===== src/rtl/mult_pkg.sv =====
// Shared types and constants for the sequential three-operand multiplier.
package mult_pkg;

    typedef enum logic [2:0] {
        LOAD_A  = 3'd0,
        LOAD_B  = 3'd1,
        LOAD_C  = 3'd2,
        MUL_AB  = 3'd3,
        MUL_ABC = 3'd4,
        DONE    = 3'd5
    } mul_state_t;

    localparam logic [1:0] OP_A    = 2'd0;
    localparam logic [1:0] OP_B    = 2'd1;
    localparam logic [1:0] OP_C    = 2'd2;
    localparam logic [1:0] OP_BUSY = 2'd3;

    function automatic int unsigned prod_width(input int unsigned w);
        return 3 * w;
    endfunction

endpackage


===== src/rtl/shift_add_core.sv =====
// Iterative shift-add multiplier core, reloaded by the controller for each pass.
module shift_add_core
    import mult_pkg::*;
#(
    parameter int unsigned WIDTH = 5
) (
    input  logic                             clk,
    input  logic                             rst_n,
    input  logic                             start,
    input  logic                             step,
    input  logic [prod_width(WIDTH)-1:0]     mcand_in,
    input  logic [WIDTH-1:0]                 mplr_in,
    output logic [prod_width(WIDTH)-1:0]     acc_next_c,
    output logic                             done_c
);

    localparam int unsigned PW = prod_width(WIDTH);
    localparam int unsigned CW = $clog2(WIDTH + 1);

    logic [PW-1:0]    mcand;
    logic [WIDTH-1:0] mplr;
    logic [PW-1:0]    acc;
    logic [CW-1:0]    cnt;

    // Sum after the current step; done_c flags the step that finishes the pass.
    always_comb begin
        acc_next_c = acc + (mplr[0] ? mcand : PW'(0));
        done_c     = step && (cnt == CW'(WIDTH - 1));
    end

    always_ff @(posedge clk or negedge rst_n) begin
        if (!rst_n) begin
            mcand <= '0;
            mplr  <= '0;
            acc   <= '0;
            cnt   <= '0;
        end else if (start) begin
            mcand <= mcand_in;
            mplr  <= mplr_in;
            acc   <= '0;
            cnt   <= '0;
        end else if (step) begin
            acc   <= acc_next_c;
            mcand <= mcand << 1;
            mplr  <= mplr >> 1;
            cnt   <= cnt + CW'(1);
        end
    end

endmodule


===== src/rtl/seq_triple_multiplier.sv =====
// Handshaked A*B*C multiplier: operands arrive serially, two shift-add passes, valid/ready result.
module seq_triple_multiplier
    import mult_pkg::*;
#(
    parameter int unsigned WIDTH = 5
) (
    input  logic                   clk,
    input  logic                   rst_n,
    input  logic                   in_valid,
    output logic                   in_ready,
    input  logic [WIDTH-1:0]       in_data,
    output logic [1:0]             op_sel,
    output logic                   out_valid,
    input  logic                   out_ready,
    output logic [3*WIDTH-1:0]     out_product
);

    localparam int unsigned PW = prod_width(WIDTH);

    mul_state_t       state_q, state_d;
    logic [WIDTH-1:0] a_q, b_q, c_q;
    logic             load_a, load_b, load_c, prod_load;
    logic             in_ready_d, out_valid_d;
    logic [1:0]       op_sel_d;
    logic             accept;
    logic             core_start, core_step, core_done;
    logic [PW-1:0]    core_mcand, core_acc_next;
    logic [WIDTH-1:0] core_mplr;

    assign accept = in_valid && in_ready;

    shift_add_core #(.WIDTH(WIDTH)) u_core (
        .clk        (clk),
        .rst_n      (rst_n),
        .start      (core_start),
        .step       (core_step),
        .mcand_in   (core_mcand),
        .mplr_in    (core_mplr),
        .acc_next_c (core_acc_next),
        .done_c     (core_done)
    );

    // The last A*B step reloads the core with the finished partial product and C in the same edge.
    always_comb begin
        state_d     = state_q;
        load_a      = 1'b0;
        load_b      = 1'b0;
        load_c      = 1'b0;
        prod_load   = 1'b0;
        out_valid_d = out_valid;
        core_start  = 1'b0;
        core_step   = 1'b0;
        core_mcand  = PW'(a_q);
        core_mplr   = b_q;
        case (state_q)
            LOAD_A: if (accept) begin
                load_a  = 1'b1;
                state_d = LOAD_B;
            end
            LOAD_B: if (accept) begin
                load_b  = 1'b1;
                state_d = LOAD_C;
            end
            LOAD_C: if (accept) begin
                load_c     = 1'b1;
                core_start = 1'b1;
                state_d    = MUL_AB;
            end
            MUL_AB: begin
                core_step = 1'b1;
                if (core_done) begin
                    core_start = 1'b1;
                    core_mcand = core_acc_next;
                    core_mplr  = c_q;
                    state_d    = MUL_ABC;
                end
            end
            MUL_ABC: begin
                core_step = 1'b1;
                if (core_done) begin
                    prod_load   = 1'b1;
                    out_valid_d = 1'b1;
                    state_d     = DONE;
                end
            end
            DONE: if (out_ready) begin
                out_valid_d = 1'b0;
                state_d     = LOAD_A;
            end
            default: state_d = LOAD_A;
        endcase

        in_ready_d = 1'b0;
        op_sel_d   = OP_BUSY;
        case (state_d)
            LOAD_A:  begin in_ready_d = 1'b1; op_sel_d = OP_A; end
            LOAD_B:  begin in_ready_d = 1'b1; op_sel_d = OP_B; end
            LOAD_C:  begin in_ready_d = 1'b1; op_sel_d = OP_C; end
            default: begin in_ready_d = 1'b0; op_sel_d = OP_BUSY; end
        endcase
    end

    always_ff @(posedge clk or negedge rst_n) begin
        if (!rst_n) begin
            state_q     <= LOAD_A;
            in_ready    <= 1'b1;
            op_sel      <= OP_A;
            out_valid   <= 1'b0;
            out_product <= '0;
            a_q         <= '0;
            b_q         <= '0;
            c_q         <= '0;
        end else begin
            state_q   <= state_d;
            in_ready  <= in_ready_d;
            op_sel    <= op_sel_d;
            out_valid <= out_valid_d;
            if (prod_load) out_product <= core_acc_next;
            if (load_a)    a_q <= in_data;
            if (load_b)    b_q <= in_data;
            if (load_c)    c_q <= in_data;
        end
    end

endmodule


===== config.mk =====
export PLATFORM = sky130hd
export DESIGN_NAME = seq_triple_multiplier
export DESIGN_NICKNAME = d
export VERILOG_FILES = /design/src/rtl/mult_pkg.sv /design/src/rtl/shift_add_core.sv /design/src/rtl/seq_triple_multiplier.sv
export SDC_FILE = /design/constraint.sdc
export NUM_CORES = 1
export LEC_CHECK = 0
export BUFFER_PORTS_ARGS = -buffer_cell sky130_fd_sc_hd__buf_2
export CAP_MARGIN = 10
export CORE_MARGIN = 1
export CORE_UTILIZATION = 50
export DETAILED_ROUTE_END_ITERATION = 10
export PLACE_DENSITY = 0.66
export SLEW_MARGIN = 5
export SYNTH_ARGS = -nofsm -noshare
export SYNTH_HDL_FRONTEND = slang
export SYNTH_SLANG_ARGS = --single-unit

===== constraint.sdc =====
create_clock -name clk -period 8.01 [get_ports clk]
set_clock_uncertainty 0.15 [all_clocks]
set_input_delay 0 -clock clk [delete_from_list [all_inputs] [get_ports clk]]
set_output_delay 0 -clock clk [all_outputs]
set_load 0.02 [all_outputs]

# Yosys cells after proc, flatten, opt, wreduce, memory -nomap -nowiden
# Cells that the tools add are included.
[op_classes] add_sub_neg=2 eq_ne=10 n_mux=33 n_reduce_logical=9
[ops] operator="two-way mux 15 bit" n=7
[ops] operator="two-way mux 3 bit" n=8
[ops] operator="two-way mux 5 bit" n=4
[ops] operator="one-hot mux 3 bit (6 select lines)" n=1
[ops] operator="adder 15 bit" n=1
[ops] operator="two-way mux 1 bit" n=10
[ops] operator="== test 3 x 2 -> 1 bit (second input constant)" n=3
[ops] operator="== test 3 bit (second input constant)" n=3
[ops] operator="== test 3 x 1 -> 1 bit (second input constant)" n=2
[ops] operator="logical NOT 3 bit" n=2
[ops] operator="one-hot mux 2 bit (3 select lines)" n=1
[ops] operator="inequality test 2 bit (second input constant)" n=2
[ops] operator="one-hot mux 1 bit (2 select lines)" n=2
[ops] operator="nonzero test 2 bit" n=2
[ops] operator="adder 3 x 1 -> 3 bit (second input constant)" n=1
[ops] operator="AND reduction 3 bit" n=1
[ops] operator="OR reduction 3 bit" n=1
[ops] operator="logical AND 1 bit" n=2
[ops] operator="OR reduction 2 bit" n=1
[word_totals] register_bits=75 out_inout_bits=19 wordCells=66

# Depth between registers and ports, before layout
[depth] ltp_word=9 ltp_mapped=10 ltp_nobuf=9

# By module
# Synthesis repeated with hierarchy kept, for this count alone.
[hier_totals] hier_cells=411 hier_area_um2=4295.4
[by_module_without_submodules] mod="shift_add_core" instances=1 cells_per_inst=282 area_per_inst_um2=2549.9
[by_module_without_submodules] mod="seq_triple_multiplier" instances=1 cells_per_inst=129 area_per_inst_um2=1745.4

# Least setup slack after synthesis
# OpenSTA, ideal clock, no wires.
[synth_path] kind="flip-flop to flip-flop" from="register u_core.mplr[0]" to="register u_core.mcand[14]" t_arrival_ns=2.292 required_ns=7.724 slack_ns=5.432 stages_incl_launch_ff=10 n_path_buf=0 synth_period_minus_slack_ns=2.578 cell_sequence="dfrtp_1 and2_1 ha_1 fa_1 a21o_1 a221oi_2 or4b_1 nand3_1 xnor2_1 o22ai_2"
[synth_via] elab_chain_cells=5
[synth_lines] element="start: declaration" line="shift_add_core.sv:21" rtl="logic [WIDTH-1:0] mplr;"
[synth_lines] element="start signal: assignment" line="shift_add_core.sv:39" rtl="mplr <= mplr_in;"
[synth_lines] element="start signal: assignment" line="shift_add_core.sv:45" rtl="mplr <= mplr >> 1;"
[synth_lines] element="two-way mux 15 bit" line="shift_add_core.sv:27" rtl="acc_next_c = acc + (mplr[0] ? mcand : PW'(0));"
[synth_lines] element="adder 15 bit" line="shift_add_core.sv:27"
[synth_lines] element="two-way mux 15 bit" line="seq_triple_multiplier.sv:71" rtl="if (core_done) begin"
[synth_lines] element="two-way mux 15 bit" line="seq_triple_multiplier.sv:55" rtl="case (state_q)"
[synth_lines] element="two-way mux 15 bit" line="shift_add_core.sv:37" rtl="end else if (start) begin"
[synth_lines] element="end signal: assignment" line="shift_add_core.sv:38" rtl="mcand <= mcand_in;"
[synth_lines] element="end signal: assignment" line="shift_add_core.sv:44" rtl="mcand <= mcand << 1;"
[synth_lines] element="end: declaration" line="shift_add_core.sv:20" rtl="logic [PW-1:0] mcand;"
# No other way between the ends.
# A chain may end at the register's enable or synchronous reset.

# Worst setup path after layout
# Same ends and word-level chain as after synthesis.

==> metrics.csv <==
metric,value,unit
status,finished clean,
cp-start-kind,flop,
synth_cell_types,53,
cts_htree_levels,3,
min_path_type,input port to async pin,
dpl.hpwl,5.66,mm
drv_slew,0,
final_common_cell,dfrtp_1,
crit_fanout,16,
syn_area,3890,sq um
avgSynthCellArea,10.5,sq um
die_area,8140,sq um
synth_edf_count,0,
clockBufferDepth,2,
grtUsageTotal,0.222,
crit_type,flop to flop,
chipHeight,90.2,um
finalCritPeriodShare,0.389,
pin_count,28,
cts.sinks,75,
r2r_start,u_core.mplr[0],
fin_setup_tns,0,ns
total_power,1.60,mW
final_cells,504,
nets,427,
peakVddDrop,0.193,mV
cap_viol_max_count,0,
drt-initial-drc-count,144,
gp_congestion,0.869,
grt_overflow_total,0,
endpoint_kind,flop,
detail-route-antenna-nets,0,
power_density,360,nW/um^2
slew_headroom,0.228,
port_buffers,27,
root_buffer,clkbuf_8,
reg2reg_slack,4.89,ns
clk_latency,0.35,ns
yosysSeqAreaShare,0.482,
postCtsResizedCells,0,
finalSetupViolCount,0,
setup.worst_path.start,u_core.mplr[0],
async_flop_share,1.00,
dr.pass1.iters,5,
vias,2912,
worst_ep_required_time,8.06,ns
clk_pin_slew,0.08,ns
reg2reg_depth,9,
final_cell_mix,"dfrtp_1 (74), nand2_1 (41), o21ai_0 (26), buf_2 (26), nor2_1 (24)",
cp_cell_sequence,and2_1 > ha_1 > fa_1 > a21o_1 > a221oi_2 > or4b_1 > nand3_1 > xnor2_1 > o22ai_2,
timing.fmax,321,MHz
worst_pin_slew,1.16,ns
initial_core_util,0.526,
critPathArrivalTime,3.17,ns
core,7410,sq um
synth_ff_type,dfrtp_1,
synthCells,370,
min_period,3.12,ns
dp_cells,481,
cp_slowest_cell,dfrtp_1,
grt_pass1_wl,14.0,mm
cts_tree,done,
setup.worst_path.end,u_core.mcand[14],
grt_pass1_vias,2805,
worstSetupPathDepth,9,
wl_per_cell,16.7,um
p_leak,2.09,nW
final.setup.worst_slack,4.89,ns
cp_num_buf_inv,0,
routed_wl,8.44,mm
reg2reg_to,u_core.mcand[14],
via_per_inst,5.78,
rsz0062_at_grt,false,
dp_slack,4.94,ns
fill_cells,633,
fp.dieW,90.2,um
drc,0,
antenna_cells,0,
slowest_delay,0.54,ns
area_growth,13.7,%
yosys_warnings,0,
drive_gt1_frac,0.200,
core.rowCount,31,
antenna_found_initial,0,
crit_family,compound AO/OA/AOI/OAI gates,
synth.net_count,396,
ys_ff_latch,75,
tritoncts.num_buffers,9,
hold_viol,0,
grt_start_max_net_pins,76,
worst register-to-register path: cells and delay by family, from the launching register on:
family,cells,cell delay [ns]
XOR/XNOR,1,0.29
flip-flops,1,0.54
AO/OA/AOI/OAI,3,0.84
adder cells (fa/ha/maj),2,0.63
AND/OR/NAND/NOR,3,0.53
routing by layer:
layer	vias up	part of all wire	global-route usage
met3	9	0.045	0.0525
met1	1441	0.50	0.316
met4	0	0.011	0.0739
li1	1385	-	-
met5	-	0	0
met2	77	0.45	0.333
sequential cells by signal, indices dropped and copies added (netlist names):
register	cells
state_q	3
u_core.acc	15
in_ready	1
u_core.mplr	5
out_valid	1
a_q	5
op_sel	2
u_core.mcand	15
out_product	15
b_q	5
c_q	5
u_core.cnt	3
cells by family (layout without fill, tap and decap cells):
kind of cell,after synthesis,after routing,share of synthesized area
AO/OA/AOI/OAI,101,101,0.176
XOR/XNOR,15,15,0.0357
adder cells (fa/ha/maj),17,17,0.0566
buffers and inverters,22,57,0.0251
flip-flops,75,75,0.482
multiplexers,29,29,0.0819
AND/OR/NAND/NOR,111,111,0.143
stage by stage:
step	hold WS, ns	util	cell area (sq um)
after global routing	0.257	0.598	4430
after floorplan	-0.446	-	3890
final	0.160	0.598	4430
after CTS	0.214	0.598	4430
after global placement	0.0460	0.554	4110
after detailed placement	0.0494	0.554	4110
worst min-delay path by stage:
stage | start | to | slack, ns | cells after the start
3_3_place_gp | rst_n | u_core.acc[7] | 0.05 | 1
6_report | rst_n | u_core.acc[13] | 0.16 | 2
3_5_place_dp | rst_n | u_core.acc[13] | 0.05 | 1
2_1_floorplan | rst_n | a_q[0] | -0.45 | 0
4_1_cts | rst_n | u_core.acc[13] | 0.21 | 2
5_1_grt | rst_n | u_core.acc[13] | 0.26 | 2
cell usage after synthesis (2+ instances only):
| cell type | instances | area share |
|---|---|---|
| clkbuf_1 | 6 | 0.0058 |
| nor2b_1 | 4 | 0.0064 |
| xnor2_1 | 9 | 0.020 |
| inv_1 | 4 | 0.0039 |
| buf_2 | 12 | 0.015 |
| o22ai_1 | 6 | 0.0096 |
| or2_2 | 3 | 0.0048 |
| a22oi_1 | 11 | 0.021 |
| nor2_1 | 25 | 0.024 |
| o2bb2ai_1 | 2 | 0.0045 |
| o21ai_0 | 26 | 0.033 |
| nor2_2 | 2 | 0.0032 |
| o21ai_1 | 7 | 0.0090 |
| or4b_1 | 2 | 0.0051 |
| and2_1 | 14 | 0.022 |
| xor2_1 | 5 | 0.011 |
| mux2_2 | 20 | 0.058 |
| ha_1 | 16 | 0.051 |
| o21bai_1 | 2 | 0.0039 |
| nand3_1 | 5 | 0.0064 |
| dfrtp_1 | 74 | 0.48 |
| mux2i_1 | 6 | 0.015 |
| mux2_1 | 3 | 0.0087 |
| nand2b_1 | 2 | 0.0032 |
| a21o_1 | 3 | 0.0058 |
| or3_1 | 2 | 0.0032 |
| a221o_1 | 2 | 0.0051 |
| nand2_1 | 41 | 0.040 |
| a22o_1 | 8 | 0.018 |
| nor3_1 | 3 | 0.0039 |
| nor3b_1 | 2 | 0.0039 |
| a21oi_1 | 22 | 0.028 |
area by class of cell:
type | count | area, sq um | share of cell area
Clock buffer | 11 | 141 | 0.0319
Clock inverter | 4 | 98.8 | 0.0223
Inverter | 4 | 15.0 | 0.00339
Multi-Input combinational cell | 273 | 1930 | 0.436
Sequential cell | 75 | 1880 | 0.424
Tap cell | 99 | 124 | 0.0280
Timing Repair Buffer | 38 | 240 | 0.0543
where the power goes:
part           switching, mW  internal [mW]  leakage (nW)
Combinational          0.350          0.256          1.03
Sequential             0.115          0.524         0.937
Clock                  0.136          0.215         0.120
what timing repair did:
action                                  CTS  global route
endpoints found under the setup margin    0             0
hold buffers                              8             0
setup buffers                             0             0
hold endpoints to repair                 93             0
(Power assumes the default switching activity.)
